--- src/rtl/alu_seq_if.sv ---
`default_nettype none
// ============================================================================
//  Module      : alu_seq_if
//  Description : Request/response bundle between the core control FSM and the
//                sequential ALU.
//                  start   - request strobe; operands sampled when accepted
//                  Control - 4-bit operation select
//                  A, B    - operands
//                  busy    - operation in progress; start ignored while high
//                  done    - one-cycle completion pulse
//                  Result  - registered result, held until the next done
//                  Zero    - registered (Result == 0)
//                master drives the request side; slave is the ALU.
//  Revision    : 1.0 - initial release
// ============================================================================
interface alu_seq_if #(
    parameter int DATA_WIDTH = 32
);
    logic                  start;
    logic [3:0]            Control;
    logic [DATA_WIDTH-1:0] A;
    logic [DATA_WIDTH-1:0] B;
    logic                  busy;
    logic                  done;
    logic [DATA_WIDTH-1:0] Result;
    logic                  Zero;

    modport master (
        output start, Control, A, B,
        input  busy, done, Result, Zero
    );

    modport slave (
        input  start, Control, A, B,
        output busy, done, Result, Zero
    );
endinterface
`default_nettype wire

--- src/rtl/alu_seq.sv ---
`default_nettype none
// ============================================================================
//  Module      : alu_seq
//  Description : Sequential ALU with start/busy/done handshake.
//                Single-cycle ops: add, sub, and, or, xor, sll, slt, srl,
//                sra, sltu. Iterative ops (MDU_ENABLE=1): mul, mulhu via a
//                shift-add multiplier, divu/remu/div/rem via a restoring
//                divider. Division by zero and signed overflow resolve in
//                one cycle with RISC-V results.
//  Ports       : clk   - system clock, rising edge
//                rst_n - asynchronous active-low reset
//                bus   - alu_seq_if.slave (start, Control, A, B in;
//                        busy, done, Result, Zero out)
//  Parameters  : DATA_WIDTH - operand width, power of two, >= 4
//                MDU_ENABLE - 1: mul/div hardware present;
//                             0: opcodes 2, 11-15 return 0 in one cycle
//  Revision    : 1.0 - initial release
// ============================================================================
module alu_seq #(
    parameter int DATA_WIDTH = 32,
    parameter int MDU_ENABLE = 1
) (
    input  wire logic  clk,
    input  wire logic  rst_n,
    alu_seq_if.slave   bus
);

    localparam int                        c_shw  = $clog2(DATA_WIDTH);
    localparam logic [c_shw-1:0]          c_last = c_shw'(DATA_WIDTH - 1);
    localparam logic [DATA_WIDTH-1:0]     c_ones = {DATA_WIDTH{1'b1}};
    localparam logic [DATA_WIDTH-1:0]     c_min  = {1'b1, {(DATA_WIDTH-1){1'b0}}};
    localparam logic                      c_mdu  = (MDU_ENABLE != 0);

    typedef enum logic [1:0] {
        S_IDLE = 2'd0,
        S_MUL  = 2'd1,
        S_DIV  = 2'd2,
        S_FIN  = 2'd3
    } state_t;

    state_t                     r_state;
    state_t                     w_state_nxt;

    // Shared 2W-bit accumulator: MUL keeps {partial product, multiplier},
    // DIV keeps {partial remainder, dividend/quotient}.
    logic [2*DATA_WIDTH-1:0]    r_acc;
    logic [DATA_WIDTH-1:0]      r_opd;      // multiplicand (MUL) or divisor magnitude (DIV)
    logic [c_shw-1:0]           r_cnt;
    logic [3:0]                 r_op;
    logic                       r_neg_q;
    logic                       r_neg_r;
    logic [DATA_WIDTH-1:0]      r_result;
    logic                       r_zero;

    logic                       w_accept;
    logic                       w_last;
    logic [c_shw-1:0]           w_sh;
    logic [DATA_WIDTH-1:0]      w_single;
    logic                       w_div_op;
    logic                       w_signed_div;
    logic                       w_div_zero;
    logic                       w_div_ovf;
    logic                       w_div_special;
    logic [DATA_WIDTH-1:0]      w_special_val;
    logic                       w_is_mul;
    logic                       w_is_div;
    logic [DATA_WIDTH-1:0]      w_imm_res;
    logic                       w_a_neg;
    logic                       w_b_neg;
    logic [DATA_WIDTH-1:0]      w_abs_a;
    logic [DATA_WIDTH-1:0]      w_abs_b;

    logic [DATA_WIDTH:0]        w_mul_sum;
    logic [2*DATA_WIDTH-1:0]    w_mul_next;
    logic [DATA_WIDTH-1:0]      w_mul_res;
    logic [DATA_WIDTH:0]        w_div_trial;
    logic [DATA_WIDTH:0]        w_div_diff;
    logic [2*DATA_WIDTH-1:0]    w_div_next;
    logic [DATA_WIDTH-1:0]      w_q;
    logic [DATA_WIDTH-1:0]      w_r;
    logic [DATA_WIDTH-1:0]      w_div_res;

    // ------------------------------------------------------------------
    // Request decode and single-cycle datapath
    // ------------------------------------------------------------------
    // FIN is not busy, so a new request can be taken back-to-back.
    assign w_accept = bus.start && ((r_state == S_IDLE) || (r_state == S_FIN));
    assign w_last   = (r_cnt == c_last);

    always_comb begin
        w_sh     = bus.B[c_shw-1:0];
        w_single = '0;
        unique case (bus.Control)
            4'd0:    w_single = bus.A + bus.B;
            4'd1:    w_single = bus.A - bus.B;
            4'd3:    w_single = bus.A & bus.B;
            4'd4:    w_single = bus.A | bus.B;
            4'd5:    w_single = bus.A ^ bus.B;
            4'd6:    w_single = bus.A << w_sh;
            4'd7:    w_single = {{(DATA_WIDTH-1){1'b0}}, ($signed(bus.A) < $signed(bus.B))};
            4'd8:    w_single = bus.A >> w_sh;
            4'd9:    w_single = $unsigned($signed(bus.A) >>> w_sh);
            4'd10:   w_single = {{(DATA_WIDTH-1){1'b0}}, (bus.A < bus.B)};
            // MDU opcodes land here only when the MDU is absent
            default: w_single = '0;
        endcase
    end

    always_comb begin
        w_div_op      = c_mdu && (bus.Control >= 4'd12);
        w_signed_div  = bus.Control[1];                 // 14, 15
        w_div_zero    = (bus.B == '0);
        w_div_ovf     = w_signed_div && (bus.A == c_min) && (bus.B == c_ones);
        w_div_special = w_div_op && (w_div_zero || w_div_ovf);

        // Quotient ops are even (12, 14), remainder ops odd (13, 15)
        w_special_val = '0;
        if (w_div_zero) begin
            w_special_val = bus.Control[0] ? bus.A : c_ones;
        end else begin
            w_special_val = bus.Control[0] ? '0 : bus.A;
        end

        w_is_mul  = c_mdu && ((bus.Control == 4'd2) || (bus.Control == 4'd11));
        w_is_div  = w_div_op && !w_div_special;
        w_imm_res = w_div_special ? w_special_val : w_single;

        w_a_neg   = w_signed_div && bus.A[DATA_WIDTH-1];
        w_b_neg   = w_signed_div && bus.B[DATA_WIDTH-1];
        // -MIN wraps to MIN, which is the correct unsigned magnitude
        w_abs_a   = w_a_neg ? -bus.A : bus.A;
        w_abs_b   = w_b_neg ? -bus.B : bus.B;
    end

    // ------------------------------------------------------------------
    // Iteration datapaths
    // ------------------------------------------------------------------
    always_comb begin
        // Shift-add: add multiplicand into the upper half when the current
        // multiplier LSB is set, then shift the whole accumulator right.
        w_mul_sum  = {1'b0, r_acc[2*DATA_WIDTH-1:DATA_WIDTH]} + {1'b0, r_opd};
        w_mul_next = r_acc[0] ? {w_mul_sum, r_acc[DATA_WIDTH-1:1]}
                              : {1'b0, r_acc[2*DATA_WIDTH-1:DATA_WIDTH], r_acc[DATA_WIDTH-1:1]};
        w_mul_res  = (r_op == 4'd2) ? w_mul_next[DATA_WIDTH-1:0]
                                    : w_mul_next[2*DATA_WIDTH-1:DATA_WIDTH];
    end

    always_comb begin
        // Restoring step: shift in next dividend bit, try subtracting the
        // divisor, keep the difference only when it did not borrow.
        w_div_trial = {r_acc[2*DATA_WIDTH-1:DATA_WIDTH], r_acc[DATA_WIDTH-1]};
        w_div_diff  = w_div_trial - {1'b0, r_opd};
        if (w_div_diff[DATA_WIDTH]) begin
            w_div_next = {w_div_trial[DATA_WIDTH-1:0], r_acc[DATA_WIDTH-2:0], 1'b0};
        end else begin
            w_div_next = {w_div_diff[DATA_WIDTH-1:0], r_acc[DATA_WIDTH-2:0], 1'b1};
        end
        w_q = w_div_next[DATA_WIDTH-1:0];
        w_r = w_div_next[2*DATA_WIDTH-1:DATA_WIDTH];

        // Sign correction applied on the final step so Result is ready with done
        unique case (r_op)
            4'd12:   w_div_res = w_q;
            4'd13:   w_div_res = w_r;
            4'd14:   w_div_res = r_neg_q ? -w_q : w_q;
            default: w_div_res = r_neg_r ? -w_r : w_r;
        endcase
    end

    // ------------------------------------------------------------------
    // Control FSM
    // ------------------------------------------------------------------
    always_ff @(posedge clk or negedge rst_n) begin
        if (!rst_n) begin
            r_state <= S_IDLE;
        end else begin
            r_state <= w_state_nxt;
        end
    end

    always_comb begin
        w_state_nxt = r_state;
        bus.busy    = 1'b0;
        bus.done    = 1'b0;
        unique case (r_state)
            S_IDLE, S_FIN: begin
                bus.done = (r_state == S_FIN);
                if (w_accept) begin
                    if (w_is_mul) begin
                        w_state_nxt = S_MUL;
                    end else if (w_is_div) begin
                        w_state_nxt = S_DIV;
                    end else begin
                        w_state_nxt = S_FIN;
                    end
                end else begin
                    w_state_nxt = S_IDLE;
                end
            end
            S_MUL, S_DIV: begin
                bus.busy = 1'b1;
                if (w_last) begin
                    w_state_nxt = S_FIN;
                end
            end
            default: w_state_nxt = S_IDLE;
        endcase
    end

    // ------------------------------------------------------------------
    // Datapath registers
    // ------------------------------------------------------------------
    always_ff @(posedge clk or negedge rst_n) begin
        if (!rst_n) begin
            r_acc    <= '0;
            r_opd    <= '0;
            r_cnt    <= '0;
            r_op     <= '0;
            r_neg_q  <= 1'b0;
            r_neg_r  <= 1'b0;
            r_result <= '0;
            r_zero   <= 1'b1;
        end else begin
            unique case (r_state)
                S_IDLE, S_FIN: begin
                    if (w_accept) begin
                        r_op  <= bus.Control;
                        r_cnt <= '0;
                        if (w_is_mul) begin
                            r_acc <= {{DATA_WIDTH{1'b0}}, bus.B};
                            r_opd <= bus.A;
                        end else if (w_is_div) begin
                            r_acc   <= {{DATA_WIDTH{1'b0}}, w_abs_a};
                            r_opd   <= w_abs_b;
                            r_neg_q <= w_a_neg ^ w_b_neg;
                            r_neg_r <= w_a_neg;
                        end else begin
                            r_result <= w_imm_res;
                            r_zero   <= (w_imm_res == '0);
                        end
                    end
                end
                S_MUL: begin
                    r_acc <= w_mul_next;
                    r_cnt <= r_cnt + 1'b1;
                    if (w_last) begin
                        r_result <= w_mul_res;
                        r_zero   <= (w_mul_res == '0);
                    end
                end
                S_DIV: begin
                    r_acc <= w_div_next;
                    r_cnt <= r_cnt + 1'b1;
                    if (w_last) begin
                        r_result <= w_div_res;
                        r_zero   <= (w_div_res == '0);
                    end
                end
                default: ;
            endcase
        end
    end

    assign bus.Result = r_result;
    assign bus.Zero   = r_zero;

endmodule
`default_nettype wire

--- src/flat_wrapper.sv ---
// flat-port wrapper written by rule: the top's interface ports become plain ports
module alu_seq_flat 
#(
    parameter int DATA_WIDTH = 32,
    parameter int MDU_ENABLE = 1
)
  (clk, rst_n, bus_start, bus_Control, bus_A, bus_B, bus_busy, bus_done, bus_Result, bus_Zero);
  alu_seq_if #(.DATA_WIDTH(DATA_WIDTH)) bus_i ();
  input  wire logic clk;
  input  wire logic rst_n;
  input wire logic [$bits(bus_i.start)-1:0] bus_start;
  input wire logic [$bits(bus_i.Control)-1:0] bus_Control;
  input wire logic [$bits(bus_i.A)-1:0] bus_A;
  input wire logic [$bits(bus_i.B)-1:0] bus_B;
  output wire logic [$bits(bus_i.busy)-1:0] bus_busy;
  output wire logic [$bits(bus_i.done)-1:0] bus_done;
  output wire logic [$bits(bus_i.Result)-1:0] bus_Result;
  output wire logic [$bits(bus_i.Zero)-1:0] bus_Zero;
  assign bus_i.start = bus_start;
  assign bus_i.Control = bus_Control;
  assign bus_i.A = bus_A;
  assign bus_i.B = bus_B;
  assign bus_busy = bus_i.busy;
  assign bus_done = bus_i.done;
  assign bus_Result = bus_i.Result;
  assign bus_Zero = bus_i.Zero;
  alu_seq #(.DATA_WIDTH(DATA_WIDTH), .MDU_ENABLE(MDU_ENABLE)) u_core (.clk(clk), .rst_n(rst_n), .bus(bus_i));
endmodule
--- config.mk ---
export PLATFORM = sky130hd
export DESIGN_NAME = alu_seq_flat
export DESIGN_NICKNAME = d
export VERILOG_FILES = /design/src/rtl/alu_seq_if.sv /design/src/rtl/alu_seq.sv /design/src/flat_wrapper.sv
export SDC_FILE = /design/constraint.sdc
export NUM_CORES = 1
export LEC_CHECK = 0
export ABC_AREA = 1
export CORE_MARGIN = 3
export CORE_UTILIZATION = 40
export DETAILED_ROUTE_END_ITERATION = 8
export GPL_TIMING_DRIVEN = 0
export PLACE_DENSITY = 0.58
export RECOVER_POWER = 50
export REMOVE_ABC_BUFFERS = 1
export SETUP_SLACK_MARGIN = 0.4
export SLEW_MARGIN = 20
export SYNTH_ARGS = -nofsm -noshare
export SYNTH_HDL_FRONTEND = slang
export SYNTH_SLANG_ARGS = --single-unit
export TNS_END_PERCENT = 20
--- constraint.sdc ---
create_clock -name clk -period 5.8 [get_ports clk]
set_input_delay 0.58 -clock clk [delete_from_list [all_inputs] [get_ports clk]]
set_output_delay 0.58 -clock clk [all_outputs]
set_load 0.01 [all_outputs]
# ---- Word-level counts from Yosys, hierarchy flattened
# Cells that the tools add are included.
dict set report totals {
  wordCells 122
  regBits 142
  out_inout_bits 35
}
dict set report op_classes {
  magnitude_cmp 3
  reduce_logical 25
  addsub 9
  mux 40
  n_eq_ne 28
  bitwise_logic 5
  n_shift 3
}
# cell n
set ops {}
lappend ops {{two-way mux 32 bit} 16}
lappend ops {{two-way mux 64 bit} 5}
lappend ops {{case mux 32 bit (10 select lines)} 1}
lappend ops {{case mux 32 bit (3 select lines)} 2}
lappend ops {{case mux 64 bit (3 select lines)} 1}
lappend ops {{zero test 32 bit} 4}
lappend ops {{negator 32 bit} 4}
lappend ops {{equality test 32 bit (second input constant)} 2}
lappend ops {{< comparator 32 bit} 2}
lappend ops {{adder 32 x 32 -> 33 bit} 1}
lappend ops {{subtractor 33 x 32 -> 33 bit} 1}
lappend ops {{adder 32 bit} 1}
lappend ops {{AND 32 bit} 1}
lappend ops {{OR 32 bit} 1}
lappend ops {{left shift 32 x 5 -> 32 bit} 1}
lappend ops {{right shift 32 x 5 -> 32 bit} 1}
lappend ops {{>>> shifter 32 x 5 -> 32 bit} 1}
lappend ops {{subtractor 32 bit} 1}
lappend ops {{bitwise XOR 32 bit} 1}
lappend ops {{equality test 4 bit (second input constant)} 7}
lappend ops {{equality test 4 x 3 -> 1 bit (second input constant)} 4}
lappend ops {{equality test 4 x 2 -> 1 bit (second input constant)} 3}
lappend ops {{case mux 5 bit (2 select lines)} 1}
lappend ops {{two-way mux 1 bit} 8}
lappend ops {{other kinds (26)} 43}

# ---- Longest topological paths before layout
# Gate-level depths: netlist of the first run.
dict set report logic_depth {
  ltp_word 11
  ltp_mapped 41
}

# ---- Least setup slack after synthesis of the first run
# Ideal clock, no wire load.
dict set report synth_path {
  path_kind {register to register}
  start {reg u_core.r_acc[31]}
  end {reg u_core.r_zero, in the netlist u_core.bus.Zero}
  synth_period_minus_slack_ns 4.386
  path_stages_with_launch 40
  setup_ns 0.061
  path_slack_ns 1.414
  t_arrival_ns 4.325
  path_buffers 2
  required_time_ns 5.739
  path_cell_list {dfrtp_1 -> inv_1 -> ha_1 -> inv_1 -> fa_1 -> nand2_1 -> nand2_1 -> nand3_1 -> nand2_1 -> nand2_1 -> nand2_2 -> nand2_4 -> nand3_2 -> nand2_4 -> buf_8 -> buf_8 -> ha_1 -> nand3_1 -> [4 not listed] -> nor2_1 -> nand2_1 -> nor3_1 -> nand2_1 -> nor2_1 -> a21oi_1 -> xor2_1 -> a21oi_1 -> nand2_1 -> nor2_1 -> nand2_1 -> nor2_1 -> nand2_1 -> nand2_1 -> nand2_1 -> nand2_1 -> nand2_1 -> nand2_1}
}
dict set report synth_via {
  elab_chain_cells 8
}
# element line
set synth_rtl {}
lappend synth_rtl {{start: declaration} alu_seq.sv:46} ;# logic [2*DATA_WIDTH-1:0] r_acc;
lappend synth_rtl {{start signal: assignment} alu_seq.sv:230} ;# r_acc <= {{DATA_WIDTH{1'b0}}, bus.B};
lappend synth_rtl {{start signal: assignment} alu_seq.sv:233} ;# r_acc <= {{DATA_WIDTH{1'b0}}, w_abs_a};
lappend synth_rtl {{start signal: assignment} alu_seq.sv:244} ;# r_acc <= w_mul_next;
lappend synth_rtl {{subtractor 33 x 32 -> 33 bit} alu_seq.sv:152} ;# w_div_diff = w_div_trial - {1'b0, r_opd};
lappend synth_rtl {{two-way mux 64 bit} alu_seq.sv:153} ;# if (w_div_diff[DATA_WIDTH]) begin
lappend synth_rtl {{negator 32 bit (on tied branches)} {alu_seq.sv:166, alu_seq.sv:165}}
lappend synth_rtl {{two-way mux 32 bit (on tied branches)} {alu_seq.sv:166, alu_seq.sv:165}}
lappend synth_rtl {{case mux 32 bit (3 select lines)} alu_seq.sv:162} ;# unique case (r_op)
lappend synth_rtl {{zero test 32 bit} alu_seq.sv:256} ;# r_zero <= (w_div_res == '0);
lappend synth_rtl {{two-way mux 1 bit} alu_seq.sv:254} ;# if (w_last) begin
lappend synth_rtl {{case mux 1 bit (3 select lines) (*)} alu_seq.sv:224} ;# unique case (r_state)
lappend synth_rtl {{end signal: assignment} alu_seq.sv:239} ;# r_zero <= (w_imm_res == '0);
lappend synth_rtl {{end signal: assignment} alu_seq.sv:248} ;# r_zero <= (w_mul_res == '0);
lappend synth_rtl {{end signal: assignment} alu_seq.sv:256}
lappend synth_rtl {{end: declaration} alu_seq.sv:53} ;# logic r_zero;
# Every way passes the cells marked *; elsewhere a longest branch is shown, timed or not. The select of a mux whose other input is x is not followed.
# A chain may end at the register's enable or synchronous reset.

# ---- Worst setup path in the final report of the first run
dict set report layout_path {
  start {in bus_B[1]}
  end {reg u_core.r_zero, in the netlist u_core.bus.Zero}
}
dict set report layout_via {
  elab_chain_cells 10
}
# element line
set layout_rtl {}
lappend layout_rtl {{start: declaration} flat_wrapper.sv:14} ;# input wire logic [$bits(bus_i.B)-1:0] bus_B;
lappend layout_rtl {{branches (longest 10 deep; another with subtractor 32 bit)} n/a}
# Parallel ways; which one is timed is not known. The select of a mux whose other input is x is not followed.

==> results of run 1 <==
## worst min-delay path by stage
stage	from	end	slack, ps	cells past startpoint
2_1_floorplan	rst_n	u_core.bus.Result[0]$_DFFE_PN0P_	280	0
3_3_place_gp	u_core.bus.Zero$_DFFE_PN1P_	u_core.bus.Zero$_DFFE_PN1P_	460	2
3_5_place_dp	u_core.bus.Zero$_DFFE_PN1P_	u_core.bus.Zero$_DFFE_PN1P_	460	2
4_1_cts	rst_n	u_core.r_opd[31]$_DFFE_PN0P_	120	1
5_1_grt	u_core.bus.Zero$_DFFE_PN1P_	u_core.bus.Zero$_DFFE_PN1P_	490	2
6_report	u_core.bus.Zero$_DFFE_PN1P_	u_core.bus.Zero$_DFFE_PN1P_	470	2
## cell type report
type                    instances  area share
well taps                     846      0.0371
inverters                     557      0.0746
diodes                          1   0.0000877
multi-input cells            3748       0.690
repair inverters                1    0.000263
flip-flops and latches        142       0.125
clock buffers                  18      0.0150
repair buffers                138      0.0518
clock inverters                14     0.00640
## per-layer routing
layer / vias to the layer above / GRT usage
met3: 321 / 0.0375
met1: 15298 / 0.462
met5: - / 0
met2: 1569 / 0.629
li1: 15566 / -
met4: 2 / 0.216
## logic make-up (layout without fill, tap and decap cells)
logic type,count (synthesis),count (layout),share of synthesized area
AND/OR/NAND/NOR,2271,2274,0.366
flip-flops,142,142,0.137
multiplexers,12,12,0.00462
XOR/XNOR,55,55,0.0185
AO/OA/AOI/OAI,1227,1227,0.270
buffers and inverters,790,728,0.117
adder cells (fa/ha/maj),180,180,0.0872
other,0,1,0
## worst max-delay path, stage by stage
cell and delay (ps):
sky130_fd_sc_hd__buf_4 580, sky130_fd_sc_hd__clkinv_2 590, sky130_fd_sc_hd__ha_1 500, sky130_fd_sc_hd__nand3_1 100, sky130_fd_sc_hd__a31oi_1 180, sky130_fd_sc_hd__nor2_1 100
sky130_fd_sc_hd__o21ai_0 320, sky130_fd_sc_hd__a21boi_0 340, sky130_fd_sc_hd__o21ai_0 830, sky130_fd_sc_hd__nand2_1 150, sky130_fd_sc_hd__nand2_1 120, sky130_fd_sc_hd__a21oi_1 60
sky130_fd_sc_hd__o21ai_0 90, sky130_fd_sc_hd__nand3_1 200, sky130_fd_sc_hd__nor2_1 440, sky130_fd_sc_hd__nand2_1 90, sky130_fd_sc_hd__nor2_1 110, sky130_fd_sc_hd__nand2_1 70
sky130_fd_sc_hd__nor2_1 80, sky130_fd_sc_hd__nand3_1 80, sky130_fd_sc_hd__nand2_1 110, sky130_fd_sc_hd__nand2_1 60, sky130_fd_sc_hd__nand2_1 70
## through the flow
step,setup slack (ps),power [mW],util,setup TNS (ps)
floorplan,89.4,9.29,-,0
global placement,-7210,12.8,0.427,-869650
detailed placement,-751,13.0,0.434,-3070
CTS,363,14.4,0.446,0
global route,203,16.0,0.448,0
finish,306,14.7,0.448,0
## sequential cells by signal, indices dropped and copies added, names as in the netlist
| name | cells |
|---|---|
| u_core.r_state | 2 |
| u_core.r_cnt | 5 |
| u_core.bus.Result | 32 |
| u_core.r_op | 4 |
| u_core.r_acc | 64 |
| u_core.r_opd | 32 |
| u_core.r_neg_r | 1 |
| u_core.bus.Zero | 1 |
| u_core.r_neg_q | 1 |
## what timing repair did
| item | 4_1_cts | 5_1_grt |
|---|---|---|
| endpoints found under the setup margin | 14 | 49 |
| gates resized for setup | 20 | 28 |
| cloned | 2 | 2 |
| setup buffers | 3 | 5 |
| pin swaps | 1 | 8 |
## power breakdown
part           total, mW  internal [mW]  switching [mW]
Sequential          1.89           1.41           0.485
Clock               1.19          0.685           0.505
Combinational       11.7           3.49            8.17
## placed cells by master (no fill, tap or decap), types with 43 or more instances in the layout
cell,n
sky130_fd_sc_hd__a21oi_1,307
sky130_fd_sc_hd__clkdlybuf4s50_1,81
sky130_fd_sc_hd__dfrtp_1,139
sky130_fd_sc_hd__ha_1,167
sky130_fd_sc_hd__inv_1,526
sky130_fd_sc_hd__nand2_1,1285
sky130_fd_sc_hd__nand3_1,301
sky130_fd_sc_hd__nand4_1,44
sky130_fd_sc_hd__nor2_1,426
sky130_fd_sc_hd__nor3_1,60
sky130_fd_sc_hd__o211ai_1,45
sky130_fd_sc_hd__o21ai_0,537
sky130_fd_sc_hd__o22ai_1,111
sky130_fd_sc_hd__xor2_1,43
==> run summary, run 1 <==
The category of the critical setup timing path is input port to flip-flop. The clock sink total came out at 142. Ranked by total cell area, the synthesized netlist is headed by sky130_fd_sc_hd__nand2_1 19%, sky130_fd_sc_hd__dfrtp_1 14%, sky130_fd_sc_hd__o21ai_0 10%. The routed metal-1 wirelength is between 50000 and 60000 microns. The share of flip-flops with an asynchronous set or reset after synthesis came out at 1.00.

Relative to the synthesized area, the layout overhead comes to 9.65%. After routing the design area is 28500 sq um. The number of antenna violations at the first check in global routing came out at 2. The post-route worst hold slack is roughly 470 ps. The detailed-route DRC error count is 0. The estimated wirelength of the detail-placed design came out at 104000 microns. After detailed routing, the number of vias per cell comes to 5.99.

The x dimension of the die is 261 microns. The most critical setup path has its endpoint at u_core.bus.Zero$_DFFE_PN1P_. The root buffer cell chosen for the clock tree is sky130_fd_sc_hd__clkbuf_16.

The DRC violation total after the first TritonRoute iteration came out at 3578. IR analysis of the VDD net gives a maximum drop of approximately 0.42 mV. The signal arrival time at the worst endpoint came out at around 5900 ps.

The total of fill cells in the finished design is between 7000 and 8000. For this design the ratio of total power to cell area is about 520 nW/um^2. The post-synthesis sequential area ratio came out at 0.137. STA classifies the critical path startpoint as an input port. The number of H-tree levels came out at 4. The startpoint identified for the worst register-to-register timing path is u_core.r_acc[31]$_DFFE_PN0P_.

The standby leakage power came out at approximately 14 nW. The die height is about 260 microns. The number of cell instances on the worst register-to-register path came out at 37.

Of all nets on the critical path, the largest fanout is 70. For this run, the leading register cell type out of synthesis is sky130_fd_sc_hd__dfrtp_1. The core region is between 60000 and 70000 sq um. Setup repair after global routing could not meet its margin everywhere. For this run, the detailed router's first-pass iteration total came to 8. The register area came out at approximately 3600 sq um. Clock tree synthesis inserted a total of 17 buffers. The number of placement rows is 92. The top achievable clock speed came out at around 180 MHz.

The uppermost layer routed is met5. The setup slack of the most critical reg-to-reg path is ~480 ps. For the pin with the worst max-slew slack, the measured transition is approximately 4500 ps.

The total track usage came out at 0.373. The maximum buffer depth of the clock tree is 2. The flow ran to the end, but the final reports show violations. The CTS tree is done. Buffers inserted to repair hold after CTS numbered 0. The area share of the leading cell type in the synthesized netlist is 0.187. Including well taps, the total number of placed cells is between 5000 and 6000. The number of global-route vias before repair came to around 30000.

The time the worst path needs with I/O delays and setup came out at roughly 5500 ps. Clock skew on the completed layout was measured at 15.9 ps. The total standard cell area after synthesis came out at 26000 sq um. Dividing the detail-routed wire length by the instance count gives 24.1 microns. sky130_fd_sc_hd__nand2_1 is the most common cell in the netlist.

The number of hold-slack violations in the final timing report is 0. The data required time of the critical path came out at 6210 ps. The detailed-routed wire length on met3 came out at around 9500 microns.

The multi-input combinational cells in the finished layout cover a total of 19700 sq um. The number of storage elements in the synthesis netlist came out at between 100 and 150. Of all cell types, the one taking the most synthesized area is sky130_fd_sc_hd__nand2_1. Sorting the synthesized cells by how often they occur yields 1293 x sky130_fd_sc_hd__nand2_1, 539 x sky130_fd_sc_hd__inv_1, 539 x sky130_fd_sc_hd__o21ai_0, 440 x sky130_fd_sc_hd__nor2_1, 309 x sky130_fd_sc_hd__a21oi_1. The effective utilization at floorplan came out at 0.409. The number of nets with antenna violations after detailed routing is 0. The path category of the worst min-delay check is flip-flop to flip-flop. The clock reaches the later pin of the worst-skew pair after between 400 and 500 ps. The floorplan die area is between 60000 and 70000 sq um. The largest net degree at the start of global routing is 81.

The number of enable-type register cells in the synthesized netlist is 0. The Yosys warning count is 0. The routed layout has between 30000 and 40000 vias. In the synthesized netlist, the number of instances is roughly 4700. In this run the tightest slew margin relative to its limit is -2.01. The max-cap check violation count is 1. STA classifies the critical path endpoint as a flip-flop.

Excluding fillers, the count of instances in the completed layout stands at around 5500. The max-slew violation total from the final report came out at 80. The total cell area at the placement stage came out at around 28000 sq um. Routability-driven placement finished with a final weighted congestion of slightly above 1. The met2 wire length came out at 61200 microns. The total global routing overflow came out at 0.

The startpoint of the most critical setup path is bus_B[1]. The number of nets in the layout is 4851. The final reports fail on capacitance limit, slew limit. Of the available clock period, the critical path in the final layout requires 0.947.

In this run the mean area of a mapped cell was ~5.6 sq um. In this run, distinct cell masters in the synthesized netlist total 66. The overall routed net length is approximately 130000 microns.

The count of boundary I/O pins came out at between 100 and 150. The number of buffers inserted by port buffering came out at 105. Clock-pin slew was measured on the worst setup and hold paths at roughly 70 ps. The final setup violation count came out at 0.

In the final layout, the share of cells above drive strength 1 is 0.0489. The global-route wire length before repair is 192000 microns. The endpoint of the most critical register-to-register path is u_core.bus.Zero$_DFFE_PN1P_.
(Power assumes the default switching activity.)
==> run 2, diff against run 1 <==
- ABC_CLOCK_PERIOD_IN_PS: default -> 5800
==> results of run 2 <==
Final layout, timing and power as in run 1 (identical DEF).
